### src/rtl/i2c_pkg.sv
// Shared types and constants for the I2C register-access target.
// Holds the FSM state encoding and the byte-framing constants.
package i2c_pkg;

  localparam int I2C_BYTE_BITS  = 8;
  localparam int I2C_DATA_BYTES = 2;

  typedef enum logic [3:0] {
    IDLE,
    ADDR,
    ADDR_ACK,
    REG,
    REG_ACK,
    WR_BYTE,
    WR_ACK,
    RD_BYTE,
    RD_ACK,
    WAIT_STOP
  } i2c_state_t;

  function automatic logic last_bit(input logic [2:0] cnt);
    return cnt == 3'(I2C_BYTE_BITS - 1);
  endfunction

endpackage

### src/rtl/i2c_bus_monitor.sv
// SCL/SDA synchronizers, edge detection and START/STOP detection.
// In: clk, rst, scl_in, sda_in. Out: one-cycle scl_rise/scl_fall/start/stop and synced sda level.
module i2c_bus_monitor #(
  parameter int SYNC_STAGES = 2
) (
  input  logic clk,
  input  logic rst,
  input  logic scl_in,
  input  logic sda_in,
  output logic scl_rise,
  output logic scl_fall,
  output logic start,
  output logic stop,
  output logic sda
);

  logic [SYNC_STAGES-1:0] scl_sync;
  logic [SYNC_STAGES-1:0] sda_sync;
  logic                   scl_q;
  logic                   sda_q;
  logic                   scl_s;
  logic                   sda_s;

  // Reset to the idle-bus level so no spurious edges follow reset.
  always_ff @(posedge clk) begin
    if (rst) begin
      scl_sync <= '1;
      sda_sync <= '1;
      scl_q    <= 1'b1;
      sda_q    <= 1'b1;
    end else begin
      scl_sync <= {scl_sync[SYNC_STAGES-2:0], scl_in};
      sda_sync <= {sda_sync[SYNC_STAGES-2:0], sda_in};
      scl_q    <= scl_s;
      sda_q    <= sda_s;
    end
  end

  assign scl_s    = scl_sync[SYNC_STAGES-1];
  assign sda_s    = sda_sync[SYNC_STAGES-1];
  assign scl_rise = scl_s & ~scl_q;
  assign scl_fall = ~scl_s & scl_q;
  // SCL must be high on both sides of the SDA edge.
  assign start    = scl_s & scl_q & sda_q & ~sda_s;
  assign stop     = scl_s & scl_q & ~sda_q & sda_s;
  assign sda      = sda_s;

endmodule

### src/rtl/i2c_peripheral.sv
// I2C target: address match, 8-bit register pointer, two data bytes in/out.
// Ports: clk, rst, scl_in, sda_in, sda_oe, reg_addr, wr_data, wr_valid, rd_req, rd_data, busy.
module i2c_peripheral
  import i2c_pkg::*;
#(
  parameter logic [6:0] DEV_ADDR    = 7'h48,
  parameter logic       WRITE_DIR   = 1'b1,
  parameter int         SYNC_STAGES = 2
) (
  input  logic        clk,
  input  logic        rst,
  input  logic        scl_in,
  input  logic        sda_in,
  output logic        sda_oe,
  output logic [7:0]  reg_addr,
  output logic [15:0] wr_data,
  output logic        wr_valid,
  output logic        rd_req,
  input  logic [15:0] rd_data,
  output logic        busy
);

  localparam logic LAST_BYTE = 1'(I2C_DATA_BYTES - 1);

  logic       scl_rise;
  logic       scl_fall;
  logic       start;
  logic       stop;
  logic       sda;

  i2c_state_t  state;
  logic [2:0]  bit_cnt;
  logic [7:0]  shreg;
  logic [7:0]  rx_byte;
  logic [15:0] tx_sr;
  logic [7:0]  hi_byte;
  logic        dir_wr;
  logic        ack_drv;
  logic        byte_idx;
  logic        rd_cap;

  i2c_bus_monitor #(
    .SYNC_STAGES(SYNC_STAGES)
  ) u_mon (
    .clk     (clk),
    .rst     (rst),
    .scl_in  (scl_in),
    .sda_in  (sda_in),
    .scl_rise(scl_rise),
    .scl_fall(scl_fall),
    .start   (start),
    .stop    (stop),
    .sda     (sda)
  );

  assign rx_byte = {shreg[6:0], sda};

  always_ff @(posedge clk) begin
    if (rst) begin
      state    <= IDLE;
      bit_cnt  <= '0;
      shreg    <= '0;
      tx_sr    <= '0;
      hi_byte  <= '0;
      dir_wr   <= 1'b0;
      ack_drv  <= 1'b0;
      byte_idx <= 1'b0;
      rd_cap   <= 1'b0;
      sda_oe   <= 1'b0;
      reg_addr <= '0;
      wr_data  <= '0;
      wr_valid <= 1'b0;
      rd_req   <= 1'b0;
      busy     <= 1'b0;
    end else begin
      wr_valid <= 1'b0;
      rd_req   <= 1'b0;
      // rd_data is valid the clk after rd_req.
      rd_cap   <= rd_req;
      if (rd_cap) tx_sr <= rd_data;

      if (start) begin
        state   <= ADDR;
        bit_cnt <= '0;
        sda_oe  <= 1'b0;
        ack_drv <= 1'b0;
      end else if (stop) begin
        state   <= IDLE;
        busy    <= 1'b0;
        sda_oe  <= 1'b0;
        ack_drv <= 1'b0;
      end else begin
        unique case (state)
          IDLE: begin
            busy   <= 1'b0;
            sda_oe <= 1'b0;
          end

          ADDR: begin
            if (scl_rise) begin
              shreg   <= rx_byte;
              bit_cnt <= bit_cnt + 3'd1;
              if (last_bit(bit_cnt)) begin
                if (rx_byte[7:1] == DEV_ADDR) begin
                  dir_wr <= (rx_byte[0] == WRITE_DIR);
                  busy   <= 1'b1;
                  state  <= ADDR_ACK;
                end else begin
                  state <= WAIT_STOP;
                end
              end
            end
          end

          ADDR_ACK: begin
            if (scl_fall) begin
              if (!ack_drv) begin
                sda_oe  <= 1'b1;
                ack_drv <= 1'b1;
              end else begin
                sda_oe   <= 1'b0;
                ack_drv  <= 1'b0;
                bit_cnt  <= '0;
                byte_idx <= 1'b0;
                state    <= REG;
              end
            end
          end

          REG: begin
            if (scl_rise) begin
              shreg   <= rx_byte;
              bit_cnt <= bit_cnt + 3'd1;
              if (last_bit(bit_cnt)) begin
                reg_addr <= rx_byte;
                if (!dir_wr) rd_req <= 1'b1;
                state <= REG_ACK;
              end
            end
          end

          REG_ACK: begin
            if (scl_fall) begin
              if (!ack_drv) begin
                sda_oe  <= 1'b1;
                ack_drv <= 1'b1;
              end else begin
                ack_drv <= 1'b0;
                bit_cnt <= '0;
                if (dir_wr) begin
                  sda_oe <= 1'b0;
                  state  <= WR_BYTE;
                end else begin
                  // The ACK release edge also launches the first read bit.
                  sda_oe <= ~tx_sr[15];
                  tx_sr  <= {tx_sr[14:0], 1'b0};
                  state  <= RD_BYTE;
                end
              end
            end
          end

          WR_BYTE: begin
            if (scl_rise) begin
              shreg   <= rx_byte;
              bit_cnt <= bit_cnt + 3'd1;
              if (last_bit(bit_cnt)) begin
                if (byte_idx != LAST_BYTE) hi_byte <= rx_byte;
                state <= WR_ACK;
              end
            end
          end

          WR_ACK: begin
            if (scl_fall) begin
              if (!ack_drv) begin
                sda_oe  <= 1'b1;
                ack_drv <= 1'b1;
              end else begin
                sda_oe  <= 1'b0;
                ack_drv <= 1'b0;
                bit_cnt <= '0;
                if (byte_idx == LAST_BYTE) begin
                  state <= WAIT_STOP;
                end else begin
                  byte_idx <= byte_idx + 1'b1;
                  state    <= WR_BYTE;
                end
              end
            end else if (scl_rise && ack_drv && byte_idx == LAST_BYTE) begin
              wr_data  <= {hi_byte, shreg};
              wr_valid <= 1'b1;
            end
          end

          RD_BYTE: begin
            if (scl_fall) begin
              sda_oe <= ~tx_sr[15];
              tx_sr  <= {tx_sr[14:0], 1'b0};
            end else if (scl_rise) begin
              bit_cnt <= bit_cnt + 3'd1;
              if (last_bit(bit_cnt)) state <= RD_ACK;
            end
          end

          RD_ACK: begin
            // Release after bit 8 so the controller can answer.
            if (scl_fall) begin
              sda_oe <= 1'b0;
            end else if (scl_rise) begin
              if (sda || byte_idx == LAST_BYTE) begin
                state <= WAIT_STOP;
              end else begin
                byte_idx <= byte_idx + 1'b1;
                state    <= RD_BYTE;
              end
            end
          end

          WAIT_STOP: begin
            sda_oe <= 1'b0;
          end

          default: begin
            state  <= IDLE;
            sda_oe <= 1'b0;
          end
        endcase
      end
    end
  end

endmodule

### config.mk
export PLATFORM = sky130hd
export DESIGN_NAME = i2c_peripheral
export DESIGN_NICKNAME = d
export VERILOG_FILES = /design/src/rtl/i2c_pkg.sv /design/src/rtl/i2c_bus_monitor.sv /design/src/rtl/i2c_peripheral.sv
export SDC_FILE = /design/constraint.sdc
export NUM_CORES = 1
export LEC_CHECK = 0
export CORE_MARGIN = 2
export CORE_UTILIZATION = 58
export DETAILED_ROUTE_END_ITERATION = 16
export GPL_TIMING_DRIVEN = 0
export PLACE_DENSITY = 0.84
export REMOVE_ABC_BUFFERS = 1
export SLEW_MARGIN = 15
export SYNTH_ARGS = -nofsm -noshare
export SYNTH_HDL_FRONTEND = slang
export SYNTH_SLANG_ARGS = --single-unit
### constraint.sdc
create_clock -name clk -period 4.8 [get_ports clk]
set_input_delay 0.96 -clock clk [delete_from_list [all_inputs] [get_ports clk]]
set_output_delay 0.96 -clock clk [all_outputs]
set_load 0.03 [all_outputs]
==> results.py, run 1 <==
metrics = {
    "worst_setup_path": {
        "end_kind": "register",
        "crit_fanout": 17,
        "required_ns": 5.04,
        "worst-setup-path-type": "register to register",
        "start_kind": "register",
        "arrival_ns": 2.84,
    },
    "grt": {
        "antenna_found_initial": 0,
        "grt_pass1_wl_mm": 11.6,
        "grtUsageTotal": 0.239,
        "grt_pass1_vias": 2412,
        "grt_start_max_net_pins": 40,
        "grt_overflow": 0,
    },
    "yosys": {
        "ys_seq_area_frac": 0.468,
        "syn_inst": 347,
        "synth_area_sq_um": 3290,
        "synth_edf_count": 0,
        "synth_area_leaders": "dfxtp_1 (47%), mux2i_1 (18%), nor2_1 (7.3%)",
        "synth_ff_type": "dfxtp_1",
        "yosysTopAreaCell": "dfxtp_1",
        "synth_warnings": 0,
        "synth.distinct_cells": 47,
        "ys_seq_elements": 77,
        "yosysTopAreaCellShare": 0.468,
        "synthArstFlopShare": 0,
        "avgSynthCellArea_sq_um": 9.49,
    },
    "power": {
        "p_leak_nw": 1.65,
        "switching_power_w": 0.000271,
        "max-vdd-ir-drop_mv": 0.243,
        "p_int_w": 0.000960,
        "p_comb_frac": 0.038,
        "power_density_nw_per_um2": 309,
        "swShare": 0.220,
        "p_seq_frac": 0.524,
        "clockPowerShare": 0.438,
    },
    "finish": {
        "area_growth_pct": 20.9,
        "nNetsFinal": 401,
        "fin_util": 0.723,
        "fillCellCount": 389,
        "design_area_sq_um": 3980,
        "diodes": 0,
        "drive_above_1_share": 0.0729,
    },
    "routing": {
        "wl_met2_mm": 3.35,
        "vias": 2621,
        "routed_wirelength_mm": 7.06,
        "drc": 0,
        "wl_met1_mm": 3.15,
        "route.met3.wl_um": 435,
        "avgRoutedWirePerCell_um": 15.5,
        "top_layer": "met4",
        "firstDrtPassIters": 4,
        "drtIter0Drc": 324,
        "viasPerCell": 5.75,
        "ant_nets": 0,
    },
    "clocking": {
        "htree_levels": 3,
        "cts_resized": 0,
        "clkTransAtPathRegs_ns": 0.08,
        "cts_sinks": 77,
        "cts_buffers": 9,
        "hold_buffers": 0,
        "cts_tree": "done",
        "cts_buffer_depth": 2,
        "worstSkewPairLatency_ns": 0.35,
        "post-cts-setup-buffers": 0,
        "cts-root-buf": "clkbuf_8",
    },
    "floorplanning": {
        "die_w_um": 79.4,
        "start_util": 0.598,
        "pin_count": 48,
        "die_h_um": 79.4,
        "floorplan.die_area_sq_um": 6300,
        "core_sq_um": 5510,
        "fp-row-count": 27,
    },
    "status": {
        "outcome": "finished, final reports clean",
    },
    "timing": {
        "min_period_ns": 2.60,
        "tns_ns": 0,
        "final_hold_viol_count": 0,
        "finalSetupViolCount": 0,
        "fmax_mhz": 385,
        "finalMaxSlewViolations": 0,
        "slew_headroom": 0.237,
        "min_period_over_period": 0.541,
        "worst_pin_slew_ns": 1.14,
        "fin_skew_ns": 0.00887,
        "rsz0062_at_grt": "no",
    },
    "placement": {
        "gp_congestion": 0.868,
        "postPlaceCellArea_sq_um": 3760,
        "port_buffers": 47,
        "dp_hpwl_mm": 4.64,
    },
    "min_path": {
        "hold_class": "register to register",
    },
    "run": {
        "maxCapViolations": 0,
    },
}
## kinds of logic (layout without fill, tap and decap cells)
family	after synthesis	in the layout	synth area share
AOI/OAI and AO/OA	52	52	0.120
xor gates and xnor gates	4	4	0.0106
adders and majority gates	2	2	0.00760
buffers and inverters	30	67	0.0365
DFF	77	77	0.468
muxes	59	59	0.180
and+or+nand+nor	123	123	0.177
## Yosys cell counts (all sizes together) (2+ instances only)
cell type,n
a211oi,3
nor2,64
nand3,4
nand2b,3
or2,11
a21oi,10
dfxtp,77
nor2b,7
a21o,2
nor3,6
a2111oi,2
a32oi,2
a22oi,2
inv,3
nand3b,2
o21ai,3
nor3b,4
mux2i,58
buf,8
nand4,4
o22ai,2
o2bb2ai,15
ha,2
clkbuf,19
nand2,13
xnor2,3
## per-stage QoR
stage | power, W | setup slack [ns] | instances | hold slack, ns
finish | 0.00123 | 2.20 | 456 | 0.412
global route | 0.00127 | 2.00 | 456 | 0.443
CTS | 0.00124 | 2.23 | 456 | 0.415
detailed placement | 0.000707 | 2.19 | 440 | 0.396
global placement | 0.000705 | 0.887 | 439 | 0.392
floorplan | 0.000677 | 2.70 | 320 | 0.389
## layout make-up
| class | count | area (sq um) | share of cell area |
|---|---|---|---|
| inverters | 3 | 11.3 | 0.00283 |
| clock buffers | 9 | 124 | 0.0311 |
| well taps | 72 | 90.1 | 0.0226 |
| clock inverters | 7 | 96.3 | 0.0242 |
| flip-flops and latches | 77 | 1540 | 0.387 |
| multi-input cells | 240 | 1630 | 0.410 |
| repair buffers | 48 | 485 | 0.122 |
## flip-flops by register name, summed over array words and instances (netlist names), 2 cells and up
name / flops
hi_byte: 8
reg_addr: 8
bit_cnt: 3
shreg: 8
state: 4
tx_sr: 16
u_mon.scl_sync: 2
u_mon.sda_sync: 2
wr_data: 16
## worst max-delay path, stage by stage (launching register included)
cell	delay, ns
dfxtp_1	0.46
nor2b_1	0.53
nand3_1	0.95
mux2i_1	0.46
nor2_1	0.08
## cells in the final DEF, fill, tap and decap left out, drive strengths merged, types with 3 or more instances in the layout
| cell type | n |
|---|---|
| a211oi | 3 |
| clkinv | 3 |
| clkbuf | 9 |
| mux2i | 58 |
| xnor2 | 3 |
| nand3 | 4 |
| nand2 | 13 |
| inv | 5 |
| nand2b | 3 |
| nand4 | 4 |
| or2 | 11 |
| nor3b | 4 |
| clkdlybuf4s50 | 46 |
| nor3 | 6 |
| dfxtp | 77 |
| a21oi | 10 |
| o21ai | 3 |
| nor2 | 64 |
| nor2b | 7 |
| o2bb2ai | 15 |
## routing by layer
metal | global-route usage | up-vias
li1 | - | 1284
met1 | 0.302 | 1240
met2 | 0.390 | 85
met3 | 0.0636 | 12
met4 | 0.0948 | 0
met5 | 0 | -
## power by group through the flow
stage | Sequential [W] | Clock [W] | Combinational [W]
6_report | 0.000646 | 0.000539 | 0.0000466
5_1_grt | 0.000646 | 0.000576 | 0.0000508
4_1_cts | 0.000645 | 0.000547 | 0.0000464
3_5_place_dp | 0.000661 | 0 | 0.0000460
3_3_place_gp | 0.000661 | 0 | 0.0000444
2_1_floorplan | 0.000660 | 0 | 0.0000178
## path summary, 6_finish.rpt
path / startpoint / to / slack, ns / cells past startpoint
worst max-delay path: u_mon.scl_sync[1]$_SDFF_PP1_ / wr_data[4]$_SDFFE_PP0P_ / 2.20 / 4
worst min-delay path: u_mon.sda_sync[0]$_SDFF_PP1_ / u_mon.sda_sync[1]$_SDFF_PP1_ / 0.41 / 1
worst max register to register: u_mon.scl_sync[1]$_SDFF_PP1_ / wr_data[4]$_SDFFE_PP0P_ / 2.20 / 4
worst min register to register: u_mon.sda_sync[0]$_SDFF_PP1_ / u_mon.sda_sync[1]$_SDFF_PP1_ / 0.41 / 1
Power figures use the tool's default switching activity.
==> run 2, diff against run 1 <==
- CORE_UTILIZATION: 58 -> 54
- PLACE_DENSITY: 0.84 -> 0.79
- clock period: 4.8 -> 2.4 ns (I/O delays scaled with it)
==> results.py, run 2 (synthesis gave the netlist of run 1 again) <==
metrics = {
    "min_path": {
        "whs_path_depth": 1,
        "hold_class": "register to register",
    },
    "timing": {
        "worst_pin_slew_ns": 1.01,
        "min_period_over_period": 0.910,
        "finalMaxSlewViolations": 0,
        "fmax_mhz": 458,
        "slew_headroom": 0.324,
        "finalSetupViolCount": 0,
        "setup_slack_ns": 0.216,
        "min_period_ns": 2.18,
        "final_hold_viol_count": 0,
        "rsz0062_at_grt": "no",
        "fin_skew_ns": 0.00845,
    },
    "clocking": {
        "worstSkewPairLatency_ns": 0.35,
        "cts_buffer_depth": 2,
        "cts_tree": "done",
        "cts-root-buf": "clkbuf_8",
        "cts_sinks": 77,
        "cts_buffers": 9,
        "htree_levels": 3,
        "clkTransAtPathRegs_ns": 0.08,
    },
    "placement": {
        "dpl_worst_slack_ns": -0.215,
        "postPlaceCellArea_sq_um": 3760,
        "port_buffers": 47,
        "dp_hpwl_mm": 4.46,
        "gp_congestion": 0.853,
    },
    "power": {
        "power_density_nw_per_um2": 578,
        "max-vdd-ir-drop_mv": 0.392,
        "finalPower_w": 0.00230,
        "p_leak_nw": 1.64,
    },
    "worst_setup_path": {
        "r2r_slack_ns": 0.22,
        "timing.rr.end": "hi_byte[4]$_SDFFE_PP0P_",
        "crit_end": "hi_byte[4]$_SDFFE_PP0P_",
        "required_ns": 2.64,
        "worst-setup-path-type": "register to register",
        "start_kind": "register",
        "arrival_ns": 2.43,
        "reg2reg_depth": 5,
        "timing.rr.start": "u_mon.scl_sync[1]$_SDFF_PP1_",
        "crit_fanout": 9,
        "crit_start": "u_mon.scl_sync[1]$_SDFF_PP1_",
        "end_kind": "register",
    },
    "finish": {
        "fin_util": 0.671,
        "fillCellCount": 467,
        "mostFrequentLayoutCells": "dfxtp_1 (75), nor2_1 (64), mux2i_1 (58)",
        "area_growth_pct": 20.7,
        "diodes": 0,
        "nNetsFinal": 403,
        "design_area_sq_um": 3970,
        "drive_above_1_share": 0.0855,
        "reg_top3": "tx_sr: 16 flops, wr_data: 16 flops",
        "mostFrequentLayoutCell": "dfxtp_1",
    },
    "status": {
        "outcome": "finished, final reports clean",
    },
    "floorplanning": {
        "core_sq_um": 5920,
        "start_util": 0.556,
        "floorplan.die_area_sq_um": 6740,
        "fp-row-count": 28,
        "die_w_um": 82.1,
        "pin_count": 48,
        "die_h_um": 82.1,
    },
    "routing": {
        "ant_nets": 0,
        "drc": 0,
        "vias": 2578,
        "drtIter0Drc": 162,
        "avgRoutedWirePerCell_um": 14.5,
        "firstDrtPassIters": 4,
        "viasPerCell": 5.59,
        "routed_wirelength_mm": 6.70,
    },
    "grt": {
        "grt_pass1_wl_mm": 11.0,
        "grtUsageTotal": 0.213,
        "grt_overflow": 0,
        "grt_pass1_vias": 2411,
        "grt_start_max_net_pins": 41,
        "antenna_found_initial": 0,
    },
    "run": {
        "maxCapViolations": 0,
    },
}
## run 2: changes by cell type in the layout (fill, tap and decap cells not counted), moves of 2 or more
| cell | change |
|---|---|
| buf_4 | +2 |
| bufinv_16 | -2 |
| clkbuf_8 | +2 |
| dfxtp_1 | -2 |
| dfxtp_2 | +2 |
## run 2: repair_timing
action | 4_1_cts | 5_1_grt
gates resized for setup | 1 | 3
buffers inserted | 2 | 0
hold buffers | 0 | 0
cloned | 0 | 0
endpoints found under the hold margin | 0 | 0
pin swaps | 1 | 0
endpoints found under the setup margin | 19 | 10
## run 2: worst max-delay path: stages, from the launching register on
cell and delay, ns:
dfxtp_1 0.46, nor2b_2 0.41, nand3_1 0.14, or4b_1 0.77
mux2i_1 0.25, nor2_1 0.05
## run 2: metrics by stage
| step | instances | TNS [ns] | hold slack [ns] |
|---|---|---|---|
| after floorplan | 320 | 0 | 0.389 |
| after global placement | 442 | -29.97 | 0.392 |
| after detailed placement | 443 | -2.43 | 0.395 |
| after CTS | 461 | 0 | 0.416 |
| after global routing | 461 | 0 | 0.434 |
| final | 461 | 0 | 0.413 |
## run 2: report_power, final
| part | switching, W | internal, W |
|---|---|---|
| Clock | 0.000473 | 0.000436 |
| Sequential | 0.0000100 | 0.00128 |
| Combinational | 0.0000454 | 0.0000491 |
| Total | 0.000528 | 0.00177 |
## run 2: worst min-delay path by stage
stage                                        end                    startpoint  slack (ns)
detailed placement  u_mon.scl_sync[1]$_SDFF_PP1_  u_mon.scl_sync[0]$_SDFF_PP1_        0.39
global placement    u_mon.scl_sync[1]$_SDFF_PP1_  u_mon.scl_sync[0]$_SDFF_PP1_        0.39
global route        u_mon.sda_sync[1]$_SDFF_PP1_  u_mon.sda_sync[0]$_SDFF_PP1_        0.43
finish              u_mon.sda_sync[1]$_SDFF_PP1_  u_mon.sda_sync[0]$_SDFF_PP1_        0.41
floorplan           u_mon.scl_sync[1]$_SDFF_PP1_  u_mon.scl_sync[0]$_SDFF_PP1_        0.39
CTS                 u_mon.sda_sync[1]$_SDFF_PP1_  u_mon.sda_sync[0]$_SDFF_PP1_        0.42
## run 2: cell type report
cell class | instances | area, sq um | share of cell area
Tap cell | 75 | 93.8 | 0.0236
Timing Repair Buffer | 50 | 500 | 0.126
Clock inverter | 4 | 30.0 | 0.00756
Clock buffer | 12 | 155 | 0.0390
Sequential cell | 77 | 1540 | 0.389
Inverter | 3 | 11.3 | 0.00283
Multi-Input combinational cell | 240 | 1640 | 0.412
## run 2: per-layer routing
layer,GRT usage,share of wire,vias to the layer above
li1,-,-,1287
met1,0.280,0.47,1204
met2,0.327,0.46,78
met3,0.0598,0.053,9
met4,0.0950,0.014,0
met5,0,0,-
==> run 3, diff against run 2 <==
- CAP_MARGIN: not set -> 0
- clock period: 2.4 -> 2.42 ns (I/O delays scaled with it)
==> results of run 3 <==
The final DEF is identical to that of run 2. Status: finished, final reports clean.
Main changes from that run: setup slack after placement -0.215 ns -> -0.195 ns; setup slack after layout 0.216 ns -> 0.236 ns; register-to-register setup slack 0.22 ns -> 0.24 ns; total power 0.00230 W -> 0.00228 W; worst IR drop on VDD 0.392 mV -> 0.388 mV
